`src/rtl/axivideo_pattern_src.sv`:
```
// axivideo_pattern_src: AXI-stream raster test-pattern generator, one pixel per beat.
// Framing follows OPT_TUSER_IS_SOF; OPT_SOURCE ignores TREADY like a free-running camera.
module axivideo_pattern_src #(
    parameter int PW = 24,
    parameter int LGDIM = 10,
    parameter bit OPT_TUSER_IS_SOF = 1'b1,
    parameter bit OPT_SOURCE = 1'b0
) (
    input  logic             i_clk,
    input  logic             i_reset_n,
    input  logic             i_en,
    input  logic [LGDIM-1:0] i_width,
    input  logic [LGDIM-1:0] i_height,
    input  logic [1:0]       i_pattern,
    input  logic [PW-1:0]    i_color,
    output logic             M_VID_TVALID,
    input  logic             M_VID_TREADY,
    output logic [PW-1:0]    M_VID_TDATA,
    output logic             M_VID_TLAST,
    output logic             M_VID_TUSER,
    output logic [15:0]      o_frame_count
);
    typedef enum logic {IDLE, RUN} state_t;
    state_t state_q, state_d;
    logic [LGDIM-1:0] x_q, x_d, y_q, y_d, w_q, w_d, h_q, h_d;
    logic [15:0] cnt_q, cnt_d;
    logic valid_q, valid_d, last_q, last_d, user_q, user_d;
    logic [PW-1:0] data_q, data_d, pix;
    logic [2*LGDIM-1:0] yx;
    logic step, size_ok, hlast, vlast, n_hlast, n_vlast;

    assign step = !valid_q || M_VID_TREADY || OPT_SOURCE;
    assign size_ok = i_width > LGDIM'(2) && i_height > LGDIM'(2);
    assign hlast = x_q == w_q - LGDIM'(1);
    assign vlast = y_q == h_q - LGDIM'(1);

    // In RUN the output is always valid, so a step there means the current beat was accepted.
    always_comb begin
        state_d = state_q;
        x_d = x_q;
        y_d = y_q;
        w_d = w_q;
        h_d = h_q;
        cnt_d = cnt_q;
        if (step) begin
            if (state_q == IDLE || (hlast && vlast)) begin
                cnt_d = (state_q == RUN) ? cnt_q + 16'd1 : cnt_q;
                state_d = (i_en && size_ok) ? RUN : IDLE;
                w_d = i_width;
                h_d = i_height;
                x_d = '0;
                y_d = '0;
            end else begin
                x_d = hlast ? '0 : x_q + LGDIM'(1);
                y_d = !hlast ? y_q : (vlast ? '0 : y_q + LGDIM'(1));
            end
        end
    end

    assign yx = {y_d, x_d};
    assign n_hlast = x_d == w_d - LGDIM'(1);
    assign n_vlast = y_d == h_d - LGDIM'(1);
    assign pix = (i_pattern == 2'd0) ? {PW{x_d[4] ^ y_d[4]}} :
                 (i_pattern == 2'd1) ? PW'(yx) :
                 (i_pattern == 2'd2) ? PW'(cnt_d) : i_color;

    always_comb begin
        valid_d = valid_q;
        data_d = data_q;
        last_d = last_q;
        user_d = user_q;
        if (step) begin
            valid_d = state_d == RUN;
            data_d = valid_d ? pix : '0;
            last_d = valid_d && (OPT_TUSER_IS_SOF ? n_hlast : n_hlast && n_vlast);
            user_d = valid_d && (OPT_TUSER_IS_SOF ? (x_d == '0 && y_d == '0) : n_hlast);
        end
    end

    always_ff @(posedge i_clk) begin
        if (!i_reset_n) begin
            state_q <= IDLE;
            x_q <= '0;
            y_q <= '0;
            w_q <= '0;
            h_q <= '0;
            cnt_q <= '0;
            valid_q <= 1'b0;
            data_q <= '0;
            last_q <= 1'b0;
            user_q <= 1'b0;
        end else begin
            state_q <= state_d;
            x_q <= x_d;
            y_q <= y_d;
            w_q <= w_d;
            h_q <= h_d;
            cnt_q <= cnt_d;
            valid_q <= valid_d;
            data_q <= data_d;
            last_q <= last_d;
            user_q <= user_d;
        end
    end

    assign M_VID_TVALID = valid_q;
    assign M_VID_TDATA = data_q;
    assign M_VID_TLAST = last_q;
    assign M_VID_TUSER = user_q;
    assign o_frame_count = cnt_q;
endmodule

```
`config.mk`:
```
export PLATFORM = sky130hd
export DESIGN_NAME = axivideo_pattern_src
export DESIGN_NICKNAME = d
export VERILOG_FILES = /design/src/rtl/axivideo_pattern_src.sv
export SDC_FILE = /design/constraint.sdc
export NUM_CORES = 1
export LEC_CHECK = 0
export CORE_ASPECT_RATIO = 1.25
export CORE_MARGIN = 4
export CORE_UTILIZATION = 53
export DETAILED_ROUTE_END_ITERATION = 7
export PLACE_DENSITY_LB_ADDON = 0.12
export SYNTH_ARGS = -nofsm -noshare
export SYNTH_HDL_FRONTEND = slang
export SYNTH_SLANG_ARGS = --single-unit
```
`constraint.sdc`:
```
create_clock -name i_clk -period 5 [get_ports i_clk]
set_input_delay 1.5 -clock i_clk [delete_from_list [all_inputs] [get_ports i_clk]]
set_output_delay 1.5 -clock i_clk [all_outputs]
set_load 0.01 [all_outputs]
```
After elaboration in Yosys (flattened, before gate mapping)
Index checks and enable logic that the tools add are counted.
{"block": "totals", "ff_bits": 84, "output_inout_bits": 43, "word_cells": 57}
{"block": "op_classes", "n_reduce_logical": 13, "muxes": 19, "add_sub_neg": 6, "n_bitwise": 2, "n_lt_le_gt_ge": 2, "eq_ne": 5}
{"op": "2-to-1 mux 24 bit", "n": 4}
{"op": "2-to-1 mux 10 bit", "n": 9}
{"op": "2-to-1 mux 16 bit", "n": 3}
{"op": "== test 10 bit", "n": 3}
{"op": "subtractor 10 x 1 -> 10 bit (second input constant)", "n": 3}
{"op": "adder 10 x 1 -> 10 bit (second input constant)", "n": 2}
{"op": "greater-than comparator 10 x 2 -> 1 bit (second input constant)", "n": 2}
{"op": "logical NOT 10 bit", "n": 2}
{"op": "adder 16 x 1 -> 16 bit (second input constant)", "n": 1}
{"op": "logical AND 1 bit", "n": 6}
{"op": "2-to-1 mux 1 bit", "n": 3}
{"op": "== test 2 x 1 -> 1 bit (second input constant)", "n": 1}
{"op": "== test 2 bit (second input constant)", "n": 1}
{"op": "logical NOT 2 bit", "n": 1}
{"op": "logical OR 1 bit", "n": 2}
{"op": "AND reduction 2 bit", "n": 1}
{"op": "logical NOT 1 bit", "n": 1}
{"op": "NOT 1 bit", "n": 1}
{"op": "bitwise XOR 1 bit", "n": 1}

Logic depth before layout (Yosys ltp)
Gate-level depths: netlist (run 1).
{"block": "logic_depth", "ltp_word": 10, "ltp_mapped": 20, "depth_no_buf": 17}

Worst setup path before layout (run 1)
OpenSTA, ideal clock, no wires.
{"block": "synth_path", "path_type": "input-to-reg", "startpoint": "input M_VID_TREADY", "endpoint": "register last_q (netlist: M_VID_TLAST)", "arrival_ps": 4126, "slack_ps": 789, "path_stages": 16, "setup_time_ps": 86, "path_cell_list": "nor2b_1 clkbuf_1 a2111o_1 a2111oi_4 or2_4 buf_2 buf_2 nor2_1 a21oi_1 ha_1 nand2_1 mux2i_1 nand3_1 mux2i_1 a221oi_1 a211oi_1"}
{"block": "synth_between", "elab_chain_len": 5, "word_cells_on_any_way": 7, "classes_between": "add/sub (1); eq/ne (1); mux (3); reduce/logical (2)"}
{"element": "start: declaration", "line": "17", "text": "input logic M_VID_TREADY,"}
{"element": "logical OR 1 bit (*)", "line": "32", "text": "assign step = !valid_q || M_VID_TREADY || OPT_SOURCE;"}
{"element": "2-to-1 mux 10 bit", "line": "45", "text": "if (step) begin"}
{"element": "subtractor 10 x 1 -> 10 bit", "line": "61", "text": "assign n_hlast = x_d == w_d - LGDIM'(1);"}
{"element": "== test 10 bit", "line": "61"}
{"element": "logical AND 1 bit", "line": "75", "text": "last_d = valid_d && (OPT_TUSER_IS_SOF ? n_hlast : n_hlast && n_vlast);"}
{"element": "end signal: assignment", "line": "101", "text": "last_q <= last_d;"}
{"element": "end: declaration", "line": "27", "text": "logic valid_q, valid_d, last_q, last_d, user_q, user_d;"}
Every way passes the cells marked *; elsewhere a longest branch is shown, timed or not.
A chain may end at the register's enable or synchronous reset.

Final worst setup path (run 1)
Same ends and word-level chain as after synthesis.

==> results of run 1 <==
[final timing paths]
path	end	cells after the start
worst max-delay path	M_VID_TLAST$_SDFFE_PN0N_	14
worst min-delay path	M_VID_TUSER$_SDFFE_PN0N_	2
worst max register to register	M_VID_TLAST$_SDFFE_PN0N_	15
worst min register to register	M_VID_TUSER$_SDFFE_PN0N_	2
[cell usage after synthesis (3+ instances only)]
cell type,n
buf_1,4
nand2b_1,6
nand3_1,20
nor4b_1,3
a31oi_1,6
a21oi_1,28
a21o_1,6
nand2_1,73
nor4_2,4
a22oi_1,10
nor3_1,19
xor2_1,28
o21ai_0,13
dfxtp_1,84
and2_1,16
inv_1,7
a211o_1,3
nor4_1,8
xnor2_1,44
nor2_1,62
mux2i_1,23
buf_2,5
and3_1,10
nand4_1,13
clkbuf_1,22
ha_1,6
a211oi_1,5
nand3b_1,4
a32o_1,3
a22o_1,20
[routing by layer]
layer | vias up | track usage (%)
met5 | - | 0
met4 | 0 | 8.96
met3 | 27 | 5.78
met2 | 180 | 44.4
met1 | 2276 | 34.5
li1 | 2265 | -
[layout make-up]
type / count / area, sq um
clock inverter: 4 / 48.8
clock buffer: 12 / 145
fill: 794 / 2760
sequential: 84 / 1680
multi-input combinational: 468 / 3040
inverter: 8 / 30.0
timing repair buffer: 102 / 996
tap: 120 / 150
[worst max-delay path: cells and delay by family]
kind,cells,cell delay (ps)
compound gates,5,1130
simple gates,5,790
mux,2,370
fa+ha+maj,1,270
buf+inv,1,500
[logic make-up (layout without fill, tap and decap cells)]
family | Yosys count | count (layout)
muxes | 24 | 24
buffers and inverters | 41 | 126
AOI/OAI and AO/OA | 115 | 115
DFF | 84 | 84
and+or+nand+nor | 251 | 251
adders and majority gates | 6 | 6
xor gates and xnor gates | 72 | 72
[power by group]
group	switching, mW	internal (mW)
Clock	0.252	0.244
Combinational	0.173	0.166
Sequential	0.0324	0.697
[flip-flops by register name, summed over array words and instances (netlist names)]
| name | cells |
|---|---|
| M_VID_TLAST | 1 |
| h_q | 10 |
| M_VID_TUSER | 1 |
| x_q | 10 |
| w_q | 10 |
| state_q | 1 |
| y_q | 10 |
| M_VID_TVALID | 1 |
| M_VID_TDATA | 24 |
| o_frame_count | 16 |
[stage by stage]
step | cell area [sq um] | utilization (%)
after global placement | 5890 | 66.6
after CTS | 6090 | 68.8
after detailed placement | 5890 | 66.6
final | 6090 | 68.8
after global routing | 6090 | 68.8
after floorplan | 4900 | -
==> summary.md, run 1 <==
| Metric | Value |
|---|---|
| Status | completed |
| Core area | around 8800 sq um |
| WS Path Type | in -> reg |
| Required @ worst endpoint | 5280 ps |
| Die height | 116 um |
| Synth top area share | between 30% and 40% |
| Cell Pwr Density | 257 nW/um^2 |
| Setup violators final | 0 |
| H-tree depth | 3 |
| Post-Place Cells | 782 |
| Slew @ Worst Pin | between 700 and 800 ps |
| Total power | about 1.6 mW |
| Clock slew at reported path FFs | 80 ps |
| Fin crit share | a little under nine tenths |
| Largest area contributor in the netlist | dfxtp_1 |
| Crit Path Max Fanout | 22 |
| Top Metal Used | met4 |
| Post-synth EDFFs | 0 |
| Max-Cap Viols | 0 |
| Root buf cell | clkbuf_8 |
| Main combinational cell family by area after synthesis | simple AND/OR/NAND/NOR gates |
| Cts repair resizes | 0 |
| Cell count after synthesis | 593 |
| Fmax | 234 MHz |
| Ys flop type | dfxtp_1 |
| Worst-path cell chain | clkdlybuf4s50_1 -> nor2b_1 -> a2111o_1 -> a2111oi_4 -> or2_4 -> nor2_1 -> a21oi_1 -> ha_1 -> nand2_1 -> mux2i_1 -> nand3_1 -> mux2i_1 -> a221oi_1 -> a211oi_1 |
| Slew margin rel. | 47.9% |
| IO Port Bufs | 92 |
| Post-Synth XOR/XNOR Area | 12.9% |
| Worst EP arrival | 4560 ps |
| Setup crit start | M_VID_TREADY |
| Clock skew | approximately 9.7 ps |
| Commonest non-fill, non-tap cells in the layout | clkdlybuf4s50_1 (92), dfxtp_1 (84), nand2_1 (73) |
| Die area | 10900 sq um |
| Slowest stage delay, CP | approximately 500 ps |
| Post-placement worst setup slack | 402 ps |
| Die Span X | 94.0 um |
| Commonest non-fill, non-tap cell in the layout | clkdlybuf4s50_1 |
| Skew-Pair Late Insertion Delay | 370 ps |
| #FFs+latches synth | 84 |
| Tightest Hold Check Type | reg -> reg |
| Final setup margin | 725 ps |
| Largest net degree at the start of global routing | 25 |
| Starting Density | 55.4% |
| Final slew viol count | 0 |
| I/O pins | 93 |
| Post-CTS Hold Fix Bufs | 0 |
| Setup TNS | 0 ps |
| Seq/Total Area, Yosys | 34.3% |
| Fin nets | 729 |
| Multiplexer share of the synthesized area | ~4.9% |
| GP Congestion | approximately 0.94 |
| Main area contributors after synthesis | dfxtp_1 (34%), xnor2_1 (7.9%), nand2_1 (5.6%) |
| CTS buffer count | 9 |
| Synth Area in Adders | 1.53% |
| RSZ-0062 raised after global routing | false |
| Grt ovf | 0 |
| Synth Area in Compound Gates | approximately 17% |
| Total number of vias | 4748 |
| DR WL/cell | about 18 um |
| # Post-CTS Setup Buffers | 0 |
| Lkg Pwr | 2.36 nW |
| Vias in the first global route | 4714 |
| Drt drc | 0 |
| Netlist cell types | 61 |
| Row count | 38 |
| TritonCTS clock tree | done |
| Maximum buffer depth of the clock tree | 2 |
| Most used cell, CP | mux2i_1 |
| First-pass GRT wire length | 23.1 mm |
| Post-synthesis cell area | between 4000 and 5000 sq um |
| Worst setup EP type | flop |
| Initial DRT Pass Iterations | 5 |
| Min cycle time layout | 4280 ps |
| Synth async-reset ratio | 0% |
| Final WL | 14.0 mm |
| Antenna Violating Nets Remaining | 0 |
| Layout Cells excl Fill | between 700 and 800 |
| Synth Area in Simple Gates | 25.5% |
| WHS | 468 ps |
| Reg2reg start | h_q[2]$_SDFFE_PN0P_ |
| Slowest-stage cell, CP | clkdlybuf4s50_1 |
| Initial antenna violation count | 0 |
| Yosys warns | 0 |
| Routed wl met2 | 6.69 mm |
| CTS sink cnt | 84 |
| HP Start | M_VID_TUSER$_SDFFE_PN0N_ |
| Synthesized area per cell | 8.26 sq um |
| Synthesis-to-layout area growth | 24.2% |
| Initial drt markers | 325 |
| Ant diodes | 0 |
| Syn Nets | 649 |
| Final hold vios | 0 |
| CP Launch Type | input port |
| HPWL Detailed | 10.4 mm |
| M1 wire length | slightly above 6 mm |
| VDD IR max | 0.175 mV |
| Vias per Instance | 5.95 |
| Share of cells above drive strength 1 | 6.19% |
| Reg2Reg Setup Slack | around 860 ps |
| Global-route usage over all layers | 26.7% |
| Met3 WL | 894 um |
Power figures use the tool's default switching activity.
==> inputs of run 2 (changes only) <==
CAP_MARGIN = 20   (was not set)
CORE_UTILIZATION = 35   (was 53)
==> run 2 against run 1 <==
Against the previous run: final area increased by 3.8%; sequential cell count unchanged; setup slack improved by 1.3 ps; combinational power increased by 2%; routed wire length increased by 6.9%; sequential share of layout area decreased by 1.0 points; worst hold slack improved by 2.0 ps; total power increased by 14%; fmax about the same; critical path type unchanged; critical endpoint unchanged; largest cell class unchanged.
==> summary.md, run 2 (synthesized netlist as in run 1, its figures left out) <==
| Metric | Value |
|---|---|
| Final slew viol count | 0 (unchanged) |
| Commonest non-fill, non-tap cells in the layout | clkdlybuf4s50_1 (92), dfxtp_1 (84), nand2_1 (73) |
| Starting Density | 35.6% (-20 points) |
| Cts repair resizes | 0 (unchanged) |
| Slew margin rel. | 53.1% (+5.2 points) |
| Drt drc | 0 (unchanged) |
| Fill cells | 1395 (+76%) |
| Grt ovf | 0 (unchanged) |
| HPWL Detailed | 11.3 mm (+8.5%) |
| Most used cell, CP | mux2i_1 |
| Post-CTS Hold Fix Bufs | 0 (unchanged) |
| Total power | 1.78 mW (+14%) |
| Largest net degree at the start of global routing | 39 (+56%) |
| Reg-to-Reg End | M_VID_TLAST$_SDFFE_PN0N_ |
| Initial DRT Pass Iterations | 4 (-1) |
| Slew @ Worst Pin | 697 ps (-78.0 ps) |
| Fmax | 234 MHz (about the same) |
| I/O pins | 93 (unchanged) |
| Total number of vias | 4544 (-4.3%) |
| Reg2Reg Setup Slack | 950 ps (+90 ps) |
| IO Port Bufs | 92 (unchanged) |
| WS Path Type | in -> reg |
| Worst EP arrival | 4540 ps (-20 ps) |
| Slowest-stage cell, CP | nor2b_1 |
| # Post-CTS Setup Buffers | 0 (unchanged) |
| GP Congestion | 0.857 (-8.7%) |
| Max reg flops | 24 (unchanged) |
| Required @ worst endpoint | 5260 ps (-20 ps) |
| Skew-Pair Late Insertion Delay | 350 ps (-20 ps) |
| First-pass GRT wire length | 24.0 mm (+4.1%) |
| Root buf cell | clkbuf_16 |
| Share of cells above drive strength 1 | 7.32% (+1.1 points) |
| Lkg Pwr | 2.44 nW (+3.3%) |
| VDD IR max | 0.126 mV (-28%) |
| H-tree depth | 3 (unchanged) |
| Setup TNS | 0 ps (unchanged) |
| Crit path to | M_VID_TLAST$_SDFFE_PN0N_ |
| Core area | 13800 sq um (+56%) |
| CTS buffer count | 9 (unchanged) |
| Worst-path cell chain | clkdlybuf4s50_1 -> nor2b_1 -> a2111o_1 -> a2111oi_4 -> or2_4 -> buf_4 -> a21oi_1 -> ha_1 -> nand2_1 -> mux2i_1 -> nand3_1 -> mux2i_1 -> a221oi_1 -> a211oi_1 |
| Top delay family on crit path | simple AND/OR/NAND/NOR gates |
| CP Launch Type | input port |
| Final hold vios | 0 (unchanged) |
| Setup violators final | 0 (unchanged) |
| Reg2reg start | w_q[5]$_SDFF_PN0_ |
| Status | completed |
| Reg2Reg Depth | 12 (-3) |
| Die area | 16000 sq um (+47%) |
| Maximum buffer depth of the clock tree | 2 (unchanged) |
| Row count | 48 (+26%) |
| DR WL/cell | 17.4 um (-0.58%) |
| Global-route usage over all layers | 18.9% (-7.9 points) |
| Reg area | 1680 sq um (unchanged) |
| Tightest Hold Check Type | reg -> reg |
| TritonCTS clock tree | done |
| RSZ-0062 raised after global routing | false |
| Synthesis-to-layout area growth | 28.9% |
| Die height | 140 um (+21%) |
| Max-Cap Viols | 0 (unchanged) |
| Fin crit share | 85.5% (about the same) |
| CTS sink cnt | 84 (unchanged) |
| Clock slew at reported path FFs | 70 ps (about the same) |
| Min cycle time layout | 4270 ps (-1.35 ps) |
| Initial antenna violation count | 0 (unchanged) |
| Ant diodes | 0 (unchanged) |
| Setup crit start | M_VID_TREADY |
| Crit Path Max Fanout | 16 (-27%) |
| Fin nets | 734 (+0.69%) |
| Final WL | 15.0 mm (+6.9%) |
| WP buf/inv | 2 (+1) |
| WHS | 470 ps (+1.98 ps) |
| Die Span X | 114 um (+21%) |
| Vias in the first global route | 4592 (-2.6%) |
| Area occupied by multi-input gates | 3040 sq um (about the same) |
| Worst setup EP type | flop |
| Antenna Violating Nets Remaining | 0 (unchanged) |
| Cell Pwr Density | 282 nW/um^2 (+9.5%) |
| Clock skew | 9.65 ps (-0.00200 ps) |
| Commonest non-fill, non-tap cell in the layout | clkdlybuf4s50_1 |
| Initial drt markers | 279 (-14%) |
| Slowest stage delay, CP | 520 ps (+20 ps) |
| Crit path depth | 14 (unchanged) |
| Vias per Instance | 5.30 (-11%) |
==> run 2: cell types whose count changed in the layout (fill, tap and decap cells not counted), sizes merged <==
cell	before	now
inv	8	10
buf	10	15
clkbuf	12	10
==> run 2: how the worst min path moves through the flow <==
stage,from,to,slack (ps),depth (start not counted)
3_5_place_dp,M_VID_TDATA[12]$_SDFFE_PN0N_,M_VID_TDATA[12]$_SDFFE_PN0N_,460,1
3_3_place_gp,M_VID_TDATA[12]$_SDFFE_PN0N_,M_VID_TDATA[12]$_SDFFE_PN0N_,460,1
2_1_floorplan,h_q[9]$_SDFFE_PN0P_,h_q[9]$_SDFFE_PN0P_,440,2
5_1_grt,M_VID_TDATA[11]$_SDFFE_PN0N_,M_VID_TDATA[11]$_SDFFE_PN0N_,490,1
6_report,M_VID_TUSER$_SDFFE_PN0N_,M_VID_TUSER$_SDFFE_PN0N_,470,2
4_1_cts,M_VID_TDATA[12]$_SDFFE_PN0N_,M_VID_TDATA[12]$_SDFFE_PN0N_,480,1
==> run 2: metrics by stage <==
| step | cells | instance area (sq um) | utilization [%] | setup WS, ps |
|---|---|---|---|---|
| 2_1_floorplan | 593 | 4900 | - | 789 |
| 3_3_place_gp | 841 | 5990 | 43.6 | 408 |
| 3_5_place_dp | 841 | 5990 | 43.6 | 294 |
| 4_1_cts | 857 | 6300 | 45.8 | 641 |
| 5_1_grt | 858 | 6320 | 45.9 | 404 |
| 6_report | 858 | 6320 | 45.9 | 726 |
==> run 2: report_power, final <==
part | switching [mW] | internal [mW] | leakage, nW
clock | 0.297 | 0.405 | 0.153
sequential | 0.0334 | 0.698 | 0.685
combinational | 0.175 | 0.170 | 1.61
==> run 2: final cells by class <==
cell class,instances,share of cell area (%)
inverters,8,0.475
multi-input cells,468,48.1
flip-flops and latches,84,26.6
repair buffers,107,16.5
well taps,175,3.47
clock buffers,10,3.78
clock inverters,6,1.11
==> run 2: routing by layer <==
layer	GRT usage (%)	wire length, um	up-vias
li1	-	-	2271
met1	25.0	6920	2132
met2	30.6	7030	125
met3	4.93	826	16
met4	4.82	187	0
met5	0	0	-
==> run 2: worst register-to-register path, stage by stage, from the launching register on <==
cell       delay [ps]
dfxtp_1           400
or4_4             580
or4_4             520
a2111o_1          460
a2111oi_4         310
or2_4             330
buf_4             230
a21oi_1           100
ha_1              300
xnor2_1           140
nor4_2            230
nand4_1           130
a211oi_1          230
